--- src/rtl/mul_div_unit.sv ---
// Iterative unsigned multiply/divide: shift-add MUL/MULH and restoring DIVU/REMU.
// Each operation retires one result bit per clock and takes W cycles.
module mul_div_unit #(
  parameter int W = 32
) (
  input  logic         CLK,
  input  logic         RESET_N,
  input  logic         Start,
  input  logic [1:0]   Op,
  input  logic [W-1:0] A,
  input  logic [W-1:0] B,
  output logic         Busy,
  output logic         Done,
  output logic [W-1:0] Result,
  output logic         DivByZero
);

  localparam int CW = $clog2(W + 1);

  typedef enum logic [1:0] {S_IDLE, S_RUN, S_DONE} state_t;

  state_t         state_q, state_d;
  logic [CW-1:0]  cnt_q, cnt_d;
  logic [1:0]     op_q, op_d;
  logic [W-1:0]   opnd_q, opnd_d;    // multiplicand (MUL/MULH) or divisor (DIVU/REMU)
  logic [W-1:0]   hi_q, hi_d;        // product high half or partial remainder
  logic [W-1:0]   lo_q, lo_d;        // multiplier/product low half or dividend/quotient
  logic [W-1:0]   result_q, result_d;
  logic           dbz_q, dbz_d;

  logic [W:0]     sum;
  logic [W:0]     shifted;
  logic [W-1:0]   diff;
  logic           ge;
  logic [W-1:0]   step_hi, step_lo;

  // State register plus datapath flops.
  always_ff @(posedge CLK or negedge RESET_N) begin
    if (!RESET_N) begin
      state_q  <= S_IDLE;
      cnt_q    <= '0;
      op_q     <= '0;
      opnd_q   <= '0;
      hi_q     <= '0;
      lo_q     <= '0;
      result_q <= '0;
      dbz_q    <= 1'b0;
    end else begin
      state_q  <= state_d;
      cnt_q    <= cnt_d;
      op_q     <= op_d;
      opnd_q   <= opnd_d;
      hi_q     <= hi_d;
      lo_q     <= lo_d;
      result_q <= result_d;
      dbz_q    <= dbz_d;
    end
  end

  always_comb begin
    state_d = state_q;
    case (state_q)
      S_IDLE:  if (Start) state_d = S_RUN;
      S_RUN:   if (cnt_q == CW'(1)) state_d = S_DONE;
      S_DONE:  state_d = S_IDLE;
      default: state_d = S_IDLE;
    endcase
  end

  // One iteration of either algorithm, computed from the current registers.
  always_comb begin
    sum     = {1'b0, hi_q} + (lo_q[0] ? {1'b0, opnd_q} : '0);
    shifted = {hi_q, lo_q[W-1]};
    ge      = (shifted >= {1'b0, opnd_q});
    // When ge holds the true difference is below 2^W, so W bits suffice.
    diff    = shifted[W-1:0] - opnd_q;
    if (op_q[1]) begin
      step_hi = ge ? diff : shifted[W-1:0];
      step_lo = {lo_q[W-2:0], ge};
    end else begin
      step_hi = sum[W:1];
      step_lo = {sum[0], lo_q[W-1:1]};
    end
  end

  always_comb begin
    cnt_d    = cnt_q;
    op_d     = op_q;
    opnd_d   = opnd_q;
    hi_d     = hi_q;
    lo_d     = lo_q;
    result_d = result_q;
    dbz_d    = dbz_q;
    case (state_q)
      S_IDLE: begin
        if (Start) begin
          op_d   = Op;
          opnd_d = Op[1] ? B : A;
          lo_d   = Op[1] ? A : B;
          hi_d   = '0;
          cnt_d  = CW'(W);
        end
      end
      S_RUN: begin
        hi_d  = step_hi;
        lo_d  = step_lo;
        cnt_d = cnt_q - CW'(1);
        // Op[0] picks the high register: MULH's upper half or REMU's remainder.
        if (cnt_q == CW'(1)) begin
          result_d = op_q[0] ? step_hi : step_lo;
          dbz_d    = op_q[1] && (opnd_q == '0);
        end
      end
      default: ;
    endcase
  end

  always_comb begin
    Busy = (state_q == S_RUN);
    Done = (state_q == S_DONE);
  end

  assign Result    = result_q;
  assign DivByZero = dbz_q;

endmodule

--- config.mk ---
export PLATFORM = sky130hd
export DESIGN_NAME = mul_div_unit
export DESIGN_NICKNAME = d
export VERILOG_FILES = /design/src/rtl/mul_div_unit.sv
export SDC_FILE = /design/constraint.sdc
export NUM_CORES = 1
export LEC_CHECK = 0
export BUFFER_PORTS_ARGS = -buffer_cell sky130_fd_sc_hd__buf_2
export CELL_PAD_IN_SITES_DETAIL_PLACEMENT = 0
export CELL_PAD_IN_SITES_GLOBAL_PLACEMENT = 1
export CORE_ASPECT_RATIO = 0.9
export CORE_MARGIN = 3
export CORE_UTILIZATION = 30
export DETAILED_ROUTE_END_ITERATION = 16
export PLACE_DENSITY_LB_ADDON = 0.15
export SLEW_MARGIN = 20
export SYNTH_ARGS = -nofsm -noshare
export SYNTH_HDL_FRONTEND = slang
export SYNTH_SLANG_ARGS = --single-unit
--- constraint.sdc ---
create_clock -name CLK -period 3.5 [get_ports CLK]
set_input_delay 0.35 -clock CLK [delete_from_list [all_inputs] [get_ports CLK]]
set_output_delay 0.35 -clock CLK [all_outputs]
set_load 0.1 [all_outputs]
After elaboration in Yosys (flattened, before gate mapping):

Index checks and enable logic that the tools add are counted.

* bits in registers: 139
* input bits: 69
* logic and storage cells: 41

* add/subtract/negate cells: 3
* order comparisons: 1
* eq/ne operators: 5
* multiplexer cells: 16
* reduce and logical (&&, ||, !) cells: 8

Operators with widths (count)
* $mux W32: 9
* $pmux W32 S2: 2
* $add A32 B32 Y33: 1
* $ge A33 B32 Y1: 1
* $logic_not A32 Y1: 1
* $sub A32 B32 Y32: 1
* $pmux W6 S2: 1
* $reduce_and A2 Y1: 4
* $eq A6 B1 Y1 const B: 1
* $mux W6: 1
* $sub A6 B1 Y6 const B: 1
* $mux W2: 2
* $pmux W2 S2: 1
* $eq A2 B1 Y1 const B: 1
* $eq A2 B2 Y1 const B: 1
* $logic_not A2 Y1: 1
* $ne A2 B1 Y1 const B: 1
* $ne A2 B2 Y1 const B: 1
* $reduce_bool A2 Y1: 1
* $logic_and A1 B1 Y1: 1

Longest topological paths before layout:

* depth after elaboration: 4
* mapped depth: 14

Least setup slack after synthesis:

Ideal clock, no wire load.

* kind: reg2reg
* from: register lo_q[0]
* to: register result_q[25] (netlist: Result[25])
* setup time: 0.121 ns
* arrival: 2.941 ns
* required time: 3.379 ns
* slack: 0.438 ns
* cell stages (with the launch flop): 13
* buffers on the path: 1
* cell sequence: dfrtp_1 clkbuf_1 and2_1 ha_1 nor2b_1 o31a_1 o311a_1 nor4_4 o311ai_2 o31ai_1 xor2_1 a221oi_1 o22a_1

* cells in the longest elaborated chain, start to end: 4

Ends and longest elaborated chain
* from (decl): line 27 `logic [W-1:0] lo_q, lo_d;`
* from (signal assigned): line 54 `lo_q <= lo_d;`
* $mux W32: line 72 `sum = {1'b0, hi_q} + (lo_q[0] ? {1'b0, opnd_q} : '0);`
* $add A32 B32 Y33: line 72
* $mux W32: line 77 `if (op_q[1]) begin`
* $mux W32: line 110 `result_d = op_q[0] ? step_hi : step_lo;`
* to (signal assigned): line 55 `result_q <= result_d;`
* to (decl): line 28 `logic [W-1:0] result_q, result_d;`

Every way passes these cells.
A chain may end at the register's enable or synchronous reset.

Worst setup path after layout:

* from: register opnd_q[7]
* to: register result_q[7] (netlist: Result[7])

* cells in the longest elaborated chain, start to end: 4
* elaborated cells between the ends (all ways): 7

Ends and longest elaborated chain
* from (decl): line 25 `logic [W-1:0] opnd_q, opnd_d;`
* from (signal assigned): line 52 `opnd_q <= opnd_d;`
* $mux W32, or another cell as far along: line 72
* $add A32 B32 Y33 or $mux W32 (tied branches): line 72, 78
* $mux W32 (*): line 77
* $mux W32 (*): line 110

Every way passes the cells marked *; elsewhere a longest branch is shown, timed or not.

==> impl_metrics.yaml <==
status:
  outcome: "finished, violations left"
  violations: "hold timing"
finish:
  layout.nets: 1702
  final_cell_mix: "nand2_1, dfrtp_1, o21ai_0"
  n_fill_cell: 3942
  drive_gt1_share_pct: 19.53
  stdcell_area_sq_mm: 0.01383
  synthToLayoutAreaGrowth_pct: 20.64
  final_common_cell: "nand2_1"
  antenna_cells: 0
floorplanning:
  initial_utilization_pct: 30.60
  die_area_sq_mm: 0.04060
  die_y_um: 191.5
  die_w_um: 212.1
  io_pins: 104
  core-area_sq_mm: 0.03747
  fp-row-count: 67
detailed_routing:
  met3WireLength_um: 2036
  via_per_inst: 5.481
  routed_wl_um: 45270
  wl_met1_um: 20810
  postRouteAntennaNets: 0
  drc: 0
  drtIter0Drc: 842
  top_layer_used: "met5"
  vias: 11290
  post_drt_wl_per_cell_um: 21.97
  firstDrtPassIters: 7
  wl_met2_um: 21580
placement:
  gp_congestion: 0.9040
  dp_slack_ns: -0.0001461
  dp_hpwl_um: 34910
  io_buffers: 103
  dpl-instance-area_sq_mm: 0.01312
critical_path:
  end_kind: "flip-flop"
  r2r_cells: 13
  cpPeakStageDelay_ns: 0.42
  start_kind: "flip-flop"
  cp_max_fo: 10
  path_cells: "inv_1 -> ha_1 -> and4_1 -> nand3_2 -> a211oi_4 -> o31a_1 -> o211a_4 -> o21a_2 -> buf_12 -> mux2_2 -> a211oi_1 -> buf_4 -> nor3_1"
  reg2reg_slack_ns: 0.17
  cp-startpoint: "opnd_q[7]"
  critPathSlowestCell: "dfrtp_1"
  critPathKind: "reg2reg"
  r2r_start: "opnd_q[7]"
  worst_ep_required_time_ns: 3.83
  cp.arrival_ns: 3.66
  r2r-end: "Result[7]"
synth:
  yosysWarnings: 0
  async_flop_share_pct: 100.0
  synth_cells: 1419
  synth.distinct_cells: 77
  syn_area_per_cell_sq_um: 8.079
  synth_area_sq_mm: 0.01146
  synth_area_leaders: "dfrtp_1, mux2i_1, ha_1, o21ai_0, a21oi_1"
  netlist.area_leader.share_pct: 30.34
  synth-seq-cells: 139
  yosysSeqAreaShare_pct: 30.34
  syn_nets: 1556
  yosysTopAreaCell: "dfrtp_1"
  synth_edf_count: 0
  synth_ff_type: "dfrtp_1"
sta:
  fmax_mhz: 300.6
  drv_slew: 0
  timing.final.ws_setup_ns: 0.1730
  period_share_pct: 95.06
  setup_violations: 0
  hold_violations: 19
  worst_slew_pin_slew_ns: 0.9640
  finClkSkew_ns: 0.02072
  slew_headroom_pct: 35.73
  min_period_ns: 3.327
  grt_setup_unrepaired: "yes"
  fin_worst_hold_slack_ns: -0.04475
clocking:
  cts.sinks: 139
  htree_levels: 4
  cts_tree: "done"
  clk-insertion-delay-late_ns: 0.46
  clockBufferDepth: 2
  cts-buffers-inserted: 17
  root_buffer: "clkbuf_16"
  clk_pin_slew_worst_paths_ns: 0.06
worst_hold_path:
  hp-class: "in2async"
grt:
  grt.total_usage_pct: 22.22
  antenna_found_initial: 1
  grt-ovfl-total: 0
  grt_pass1_vias: 11020
  grt_max_degree: 85
  grt_first_pass_wirelength_um: 68150
run:
  cap_violations: 0
## cells in the mapped netlist, drive strengths merged, types with 28 or more instances
library cell,number
nand2,160
dfrtp,139
o21ai,139
a21oi,131
nor2,108
mux2i,87
inv,71
clkbuf,68
ha,66
nor3,35
and2,34
a21o,30
nand3,29
xnor2,28
## repair_timing
| action | 4_1_cts | 5_1_grt |
|---|---|---|
| gates resized for setup | 1 | 21 |
| hold buffers | 0 | 0 |
| buffers inserted | 0 | 3 |
| endpoints found under the setup margin | 3 | 37 |
| pin swaps | 0 | 4 |
## layout make-up
type / count / area [sq um] / share of cell area, %
Clock buffer: 20 / 466.7 / 3.374
Clock inverter: 11 / 142.6 / 1.031
Inverter: 73 / 274.0 / 1.981
Multi-Input combinational cell: 1119 / 7430 / 53.72
Sequential cell: 139 / 3486 / 25.20
Tap cell: 483 / 604.3 / 4.369
Timing Repair Buffer: 215 / 1428 / 10.32
## per-layer routing
metal	track usage, %	vias to the layer above
li1	-	5423
met5	0	-
met4	5.048	2
met3	3.544	44
met1	30.45	5539
met2	36.83	283
## metrics by stage
stage | setup TNS [ns] | utilization (%) | hold slack, ns | std cells
after floorplan | 0 | - | 0.05441 | 1419
after global placement | 0 | 35.01 | 0.4731 | 2026
after detailed placement | -0.0001461 | 35.01 | 0.4759 | 2026
after CTS | 0 | 36.64 | 0.004438 | 2057
after global routing | -0.0007265 | 36.91 | 0.01637 | 2060
final | 0 | 36.91 | -0.04475 | 2060
## worst max path at each step
stage / to / slack, ns / cells past startpoint
2_1_floorplan: Result[25] / 0.44 / 12
3_3_place_gp: Result[7] / 0.03 / 13
3_5_place_dp: hi_q[28] / -0.0001 / 12
4_1_cts: Result[7] / 0.01 / 13
5_1_grt: Result[29] / -0.0007 / 14
6_report: Result[7] / 0.17 / 13
## worst max-delay path: cells and delay by family, from the launching register on
family | cells | cell delay [ns]
muxes | 1 | 0.37
and+or+nand+nor | 3 | 0.49
AOI/OAI and AO/OA | 5 | 1.14
DFF | 1 | 0.42
adders and majority gates | 1 | 0.40
buffers and inverters | 3 | 0.39
## sequential cells by signal, summed over array words and instances (netlist names)
signal	flops
lo_q	32
DivByZero	1
opnd_q	32
state_q	2
cnt_q	6
op_q	2
Result	32
hi_q	32
## logic make-up after synthesis
logic type | count (synthesis) | share of synthesized area [%]
AO/OA/AOI/OAI | 460 | 25.34
buffers and inverters | 161 | 5.664
XOR/XNOR | 50 | 3.820
flip-flops | 139 | 30.34
multiplexers | 113 | 10.15
AND/OR/NAND/NOR | 428 | 17.13
adder cells (fa/ha/maj) | 68 | 7.552
Power is left out: the tool's default activity adds up to more than one toggle a clock period on the data nets, which glitch-free logic cannot reach.
